**config.mk**
```make
export PLATFORM = sky130hd
export DESIGN_NAME = branch_predictor
export DESIGN_NICKNAME = d
export VERILOG_FILES = /design/src/rtl/branch_predictor_pkg.sv /design/src/rtl/branch_predictor_sat_counter2.sv /design/src/rtl/branch_predictor.sv
export SDC_FILE = /design/constraint.sdc
export NUM_CORES = 2
export LEC_CHECK = 0
export ABC_AREA = 1
export CAP_MARGIN = 25
export CORE_ASPECT_RATIO = 1.75
export CORE_UTILIZATION = 60
export DETAILED_ROUTE_END_ITERATION = 7
export PLACE_DENSITY = 0.8
export SLEW_MARGIN = 10
export SYNTH_ARGS = -nofsm -noshare
export SYNTH_HDL_FRONTEND = slang
export SYNTH_HIERARCHICAL = 1
export SYNTH_SLANG_ARGS = --single-unit
```
**constraint.sdc**
```tcl
create_clock -name clk_i -period 58.3 [get_ports clk_i]
set_clock_uncertainty 0.05 [all_clocks]
set_input_delay 17.49 -clock clk_i [delete_from_list [all_inputs] [get_ports clk_i]]
set_output_delay 17.49 -clock clk_i [all_outputs]
set_load 0.01 [all_outputs]
```
**src/rtl/branch_predictor_pkg.sv**
```systemverilog
// Shared constants for the branch predictor: counter encodings, predictor modes
// and the word-PC type used on every address port.
package branch_predictor_pkg;

    localparam logic [1:0] CNT_SNT = 2'b00;
    localparam logic [1:0] CNT_WNT = 2'b01;
    localparam logic [1:0] CNT_WT  = 2'b10;
    localparam logic [1:0] CNT_ST  = 2'b11;

    localparam int MODE_STATIC_NT = 0;
    localparam int MODE_BIMODAL   = 1;
    localparam int MODE_BTB_HIT   = 2;

    typedef logic [31:2] word_pc_t;

endpackage

```
**src/rtl/branch_predictor_sat_counter2.sv**
```systemverilog
// Two-bit saturating up/down counter step, used once on the table update path.
module sat_counter2
    import branch_predictor_pkg::*;
(
    input  logic [1:0] cnt,
    input  logic       taken,
    output logic [1:0] cnt_next
);

    // Move one step toward the observed outcome, holding at either end.
    always_comb begin
        cnt_next = cnt;
        if (taken) begin
            if (cnt != CNT_ST) cnt_next = cnt + 2'd1;
        end else begin
            if (cnt != CNT_SNT) cnt_next = cnt - 2'd1;
        end
    end

endmodule

```
**src/rtl/branch_predictor.sv**
```systemverilog
// Direct-mapped BTB with per-entry 2-bit counters. Lookup is combinational;
// updates from the resolve stage land on the next rising edge, so a lookup in
// the same cycle as an update to its index still sees the old entry.
module branch_predictor
    import branch_predictor_pkg::*;
#(
    parameter int ENTRIES = 16,
    parameter int TAG_W   = 8,
    parameter int MODE    = 1
)(
    input  logic        clk_i,
    input  logic        rst_i,
    input  logic        lkp_valid_i,
    input  word_pc_t    lkp_pc_i,
    output logic        pred_taken_o,
    output word_pc_t    pred_target_o,
    input  logic        upd_valid_i,
    input  word_pc_t    upd_pc_i,
    input  logic        upd_taken_i,
    input  word_pc_t    upd_target_i,
    input  logic        upd_pred_taken_i,
    input  word_pc_t    upd_pred_target_i,
    input  logic        flush_i,
    output logic        mispredict_o,
    output logic [31:0] lkp_count_o,
    output logic [31:0] mispred_count_o
);

    localparam int IDX_W = $clog2(ENTRIES);

    logic             tbl_valid  [ENTRIES];
    logic [TAG_W-1:0] tbl_tag    [ENTRIES];
    logic [1:0]       tbl_cnt    [ENTRIES];
    word_pc_t         tbl_target [ENTRIES];

    logic [IDX_W-1:0] lkp_idx;
    logic [TAG_W-1:0] lkp_tag;
    logic             lkp_hit;
    logic [IDX_W-1:0] upd_idx;
    logic [TAG_W-1:0] upd_tag;
    logic             upd_hit;
    logic [1:0]       upd_cnt_next;
    logic             tbl_we;
    logic             unused_upd_pc;

    assign lkp_idx = lkp_pc_i[IDX_W+1:2];
    assign lkp_tag = lkp_pc_i[IDX_W+TAG_W+1:IDX_W+2];
    assign upd_idx = upd_pc_i[IDX_W+1:2];
    assign upd_tag = upd_pc_i[IDX_W+TAG_W+1:IDX_W+2];

    // PC bits above the tag do not participate in the update path.
    assign unused_upd_pc = ^upd_pc_i;

    assign lkp_hit = tbl_valid[lkp_idx] && (tbl_tag[lkp_idx] == lkp_tag);
    assign upd_hit = tbl_valid[upd_idx] && (tbl_tag[upd_idx] == upd_tag);

    // Prediction: valid bits are cleared by reset, so a reset forces not-taken.
    always_comb begin
        pred_taken_o = 1'b0;
        if (MODE == MODE_BIMODAL)     pred_taken_o = lkp_hit && tbl_cnt[lkp_idx][1];
        else if (MODE == MODE_BTB_HIT) pred_taken_o = lkp_hit;
        pred_target_o = pred_taken_o ? tbl_target[lkp_idx] : lkp_pc_i + 30'd1;
    end

    assign mispredict_o = upd_valid_i &&
                          ((upd_taken_i != upd_pred_taken_i) ||
                           (upd_taken_i && (upd_target_i != upd_pred_target_i)));

    sat_counter2 u_sat_counter2 (
        .cnt      (tbl_cnt[upd_idx]),
        .taken    (upd_taken_i),
        .cnt_next (upd_cnt_next)
    );

    // Static mode never touches the table; otherwise hits train and taken misses allocate.
    assign tbl_we = upd_valid_i && (MODE != MODE_STATIC_NT) && (upd_hit || upd_taken_i);

    // Table state: flush beats a simultaneous update.
    always_ff @(posedge clk_i or posedge rst_i) begin
        if (rst_i) begin
            for (int i = 0; i < ENTRIES; i++) begin
                tbl_valid[i]  <= 1'b0;
                tbl_tag[i]    <= '0;
                tbl_cnt[i]    <= CNT_WNT;
                tbl_target[i] <= '0;
            end
        end else if (flush_i) begin
            for (int i = 0; i < ENTRIES; i++) begin
                tbl_valid[i] <= 1'b0;
            end
        end else if (tbl_we) begin
            if (upd_hit) begin
                tbl_cnt[upd_idx] <= upd_cnt_next;
                if (upd_taken_i) tbl_target[upd_idx] <= upd_target_i;
            end else begin
                tbl_valid[upd_idx]  <= 1'b1;
                tbl_tag[upd_idx]    <= upd_tag;
                tbl_cnt[upd_idx]    <= CNT_WT;
                tbl_target[upd_idx] <= upd_target_i;
            end
        end
    end

    // Saturating statistics counters; flush leaves them alone.
    always_ff @(posedge clk_i or posedge rst_i) begin
        if (rst_i) begin
            lkp_count_o     <= '0;
            mispred_count_o <= '0;
        end else begin
            if (lkp_valid_i && (lkp_count_o != 32'hFFFF_FFFF))
                lkp_count_o <= lkp_count_o + 32'd1;
            if (mispredict_o && (mispred_count_o != 32'hFFFF_FFFF))
                mispred_count_o <= mispred_count_o + 32'd1;
        end
    end

endmodule

```
==> results.md <==
- Post-route insts no fill: between 5k and 6k
- CTS H-Tree Depth: 3
- Mean post-synth cell area: 7.76 um^2
- Initial core utilization: between 60% and 70%
- Ranking of synthesized cells by area: sky130_fd_sc_hd__dfrtp_1 (49%), sky130_fd_sc_hd__nand2_1 (14%), sky130_fd_sc_hd__o21ai_0 (12%), sky130_fd_sc_hd__nor2_1 (4.3%), sky130_fd_sc_hd__clkbuf_1 (2.6%)
- Die Height: ~330 um
- Count of port buffers added during placement: 204
- Slowest cell on the critical path: sky130_fd_sc_hd__buf_4
- Detailed Route Iter0 Violations: between 3k and 4k
- Vias after detailed routing: around 34k
- Endpoints failing setup: 0
- Category of cells accounting for the largest share of critical-path delay: buffers and inverters
- Antenna diode count: 0
- Latest clock arrival within the worst-skew pair: between 0.6 and 0.7 ns
- Clock buffer count from CTS: slightly below 70
- Portion of total power attributed to the clock network: between 30% and 40%
- Worst-path fanout max: just under 90
- Library cell used as clock root buffer: sky130_fd_sc_hd__clkbuf_16
- Critical path start-end classification: in2out
- Core area: just under 0.06 mm^2
- Logic gate share of total power: ~15%
- Sequential-to-total area share from yosys stat: a little under 50%
- Cell Int Power: slightly above 900 uW
- TritonCTS clock tree: yes
- Peak supply drop: around 32 uV
- Kind of end point of the critical path: output pin
- Setup Total Neg Slack: 0 ns
- Dominant register cell in the synthesized netlist: sky130_fd_sc_hd__dfrtp_1
- Global placer's final weighted congestion: just over 1
- Number of buffers inserted by post-CTS setup repair: 0
- Worst setup path startpoint: lkp_pc_i[0]
- Stage delay of the slowest cell on the critical path: 0.85 ns
- Post-CTS resize count: 0
- Number of global-route vias before repair: approximately 32k
- Cells on worst reg2reg path: 14
- Leakage Power: between 0.015 and 0.02 uW
- Max-slew violation count: 0
- Number of flops mapped to enable cells by yosys: 0
- Fill cell total of the finished layout: between 4k and 5k
- Detailed placement HPWL: around 71 mm
- Post-layout net count: ~4.8k
- Router iterations before antenna repair: 6
- Share of cells above drive strength 1: 4.81%
- Switching power total: around 360 uW
- Max Clock Freq: between 0.02 and 0.03 GHz
- Wire length of the first global-routing pass: 179 mm
- Antenna-violating nets left: 0
- Post-synth top area share: about half
- Unrepaired setup endpoints after global routing: no
- Final period demand of the worst path: approximately 40 ns
- Register bit total from synthesis: between 700 and 800
- Crit path capture: pred_target_o[4]
- Hold Vio Cnt, Final: 0
- Die Outline Area: 0.0615 mm^2
- Net switching share of the total power: approximately 28%
- Overall Global Routing Usage: about 38%
- Number of design rule violations left after detail routing: 0
- Share of the cycle needed by the critical path after routing: around 68%
- Total wirelength of the detailed-routed design: about 120 mm
- Worst min-delay path class: reg2reg
- Slew HR: roughly a third
- Outcome: completed
- Number of primary I/O pins: around 220
- WP data required: 40.76 ns
- Relative contribution of sequential cells to total power: ~48%
- Maxcap violations: 0
- Number of buffers and inverters on the critical path: 4
- Number of buffers inserted for hold repair after clock tree synthesis: 0
- Die Span X: between 150 and 200 um
- Setup slack of the most critical reg-to-reg path: approximately 55 ns
- Vias per inst: 6.12
- Start point of the worst min-delay path: tbl_cnt[12]
- Critical Path Most Common Cell: sky130_fd_sc_hd__nand2_1
- Clock sinks: 720
- Crit path launch type: input port
- Cells on Worst Hold Path: 2
- Maximum root-to-sink buffer count: 3
- Slew at the pin closest to its max-slew limit: between 1 and 1.5 ns
- Startpoint of the most critical register-to-register path: tbl_tag[120]
- Warning count from the yosys run: 6
- Critical path depth in cells: 16
- Clock edge transition at the registers on the reported setup and hold paths: 0.06 ns
- Share of synthesized registers carrying an async set or reset: 100%
- Unique masters post-synth: 49
- PD cells: just over 30 mW/mm^2
- Total global routing overflow: 0
- CP Data Arrival Time: 22.39 ns
- Most area-hungry cell type in the Yosys netlist: sky130_fd_sc_hd__dfrtp_1
- Total placed cells including tap cells: 5377
- Row cnt: ~120
- Maximum number of pins on one net before global-route repair: between 150 and 200
- Capture point of the worst reg-to-reg path: tbl_tag[112]
- Routed len/inst: roughly 21 um
- Cell-by-cell trace of the critical path: clkbuf_8 -> buf_4 -> buf_4 -> nand2_1 -> nand2_1 -> a21oi_1 -> nand3b_1 -> nand2_1 -> nand2_1 -> nand2_1 -> nand3_1 -> nand3b_1 -> nor2_4 -> nand2_1 -> o21ai_0 -> clkdlybuf4s50_1
- Initial antenna violation count: 3
- Commonest non-fill, non-tap cells in the layout: sky130_fd_sc_hd__nand2_1 (1316), sky130_fd_sc_hd__o21ai_0 (898), sky130_fd_sc_hd__dfrtp_1 (704)
- Gate count of the mapped netlist: ~4.7k
- Post-synthesis instance area: 0.0363 mm^2
- Synthesis-to-finish area growth: 12.1%
- Synth Net Count: a little under 5k
- Most common cell after layout, fill and taps aside: sky130_fd_sc_hd__nand2_1
==> routing by layer <==
metal,vias to the layer above,part of all wire [%],GRT usage (%)
met5,-,0.036,0
li1,15500,-,-
met2,1568,48,62.6
met1,16100,35,42.8
met3,479,7.9,6.80
met4,6,8.5,29.4
==> power groups by stage <==
stage                     logic (uW)  registers [uW]  clock network (uW)
after floorplan                  128             604                   0
after global placement           185             608                   0
after detailed placement         190             610                   0
after CTS                        192             602                 469
after global routing             218             610                 488
final                            194             604                 466
==> through the flow <==
step                util (%)  power, uW  worst slack, ns  instance area [um^2]  hold slack [ns]
global placement        64.4        792            18.52                 38300            0.404
finish                  68.4       1260            18.37                 40700            0.415
floorplan                  -        732            20.59                 36300            0.392
CTS                     68.3       1260            18.49                 40600            0.415
detailed placement      64.4        800            18.50                 38300            0.405
global route            68.4       1320            18.11                 40700            0.431
==> cell families after synthesis <==
kind of cell | synth area share [%]
XOR/XNOR | 2.56
AND/OR/NAND/NOR | 22.7
buffers and inverters | 6.17
AO/OA/AOI/OAI | 18.8
flip-flops | 49.7
adder cells (fa/ha/maj) | 0.103
==> how the worst min path moves through the flow <==
stage                   to  slack [ns]
5_1_grt         tbl_cnt[8]        0.43
2_1_floorplan  tbl_cnt[20]        0.39
3_3_place_gp    tbl_cnt[8]        0.40
3_5_place_dp    tbl_cnt[8]        0.40
6_report       tbl_cnt[12]        0.42
4_1_cts        tbl_cnt[12]        0.41
==> sequential cells by signal, indices dropped and copies added, names as in the netlist <==
register and flops:
tbl_target 480, tbl_tag 128, lkp_count_o 32, mispred_count_o 32, tbl_cnt 32, tbl_valid 16
==> worst reg2reg max path, stage by stage, from the launching register on <==
cell                      delay (ns)
sky130_fd_sc_hd__dfrtp_1        0.36
sky130_fd_sc_hd__inv_1          0.06
sky130_fd_sc_hd__o21ai_0        0.14
sky130_fd_sc_hd__nand2_1        0.07
sky130_fd_sc_hd__nand2_1        0.13
sky130_fd_sc_hd__nand2_1        0.08
sky130_fd_sc_hd__nand2_1        0.06
sky130_fd_sc_hd__nor2_1         0.05
sky130_fd_sc_hd__nor2_1         0.35
sky130_fd_sc_hd__nor2_1         0.12
sky130_fd_sc_hd__nand2_1        0.07
sky130_fd_sc_hd__nor2_1         0.05
sky130_fd_sc_hd__nand2_2        0.47
sky130_fd_sc_hd__nand3_1        0.78
sky130_fd_sc_hd__o21ai_0        0.41
==> synth_stat cells (46+ instances only) <==
cell type and instances:
sky130_fd_sc_hd__a21oi_1 116, sky130_fd_sc_hd__o21ai_0 898, sky130_fd_sc_hd__nand3_1 138, sky130_fd_sc_hd__o22ai_1 70, sky130_fd_sc_hd__nand2_1 1331, sky130_fd_sc_hd__dfrtp_1 704, sky130_fd_sc_hd__nor2_1 416, sky130_fd_sc_hd__clkbuf_1 252
sky130_fd_sc_hd__o211ai_1 46, sky130_fd_sc_hd__buf_2 49, sky130_fd_sc_hd__xor2_1 68, sky130_fd_sc_hd__nand4_1 56, sky130_fd_sc_hd__o21ai_1 81, sky130_fd_sc_hd__inv_1 203
==> cell type report <==
cell class / instances / area, um^2 / area share (%)
Timing Repair Buffer: 255 / 2480 / 6.09
Tap cell: 780 / 976 / 2.40
Clock buffer: 107 / 2070 / 5.09
Clock inverter: 17 / 246 / 0.606
Sequential cell: 720 / 18000 / 44.3
Multi-Input combinational cell: 3415 / 16100 / 39.5
Inverter: 209 / 803 / 1.97
Note: power is estimated with default switching activity, not from simulation.
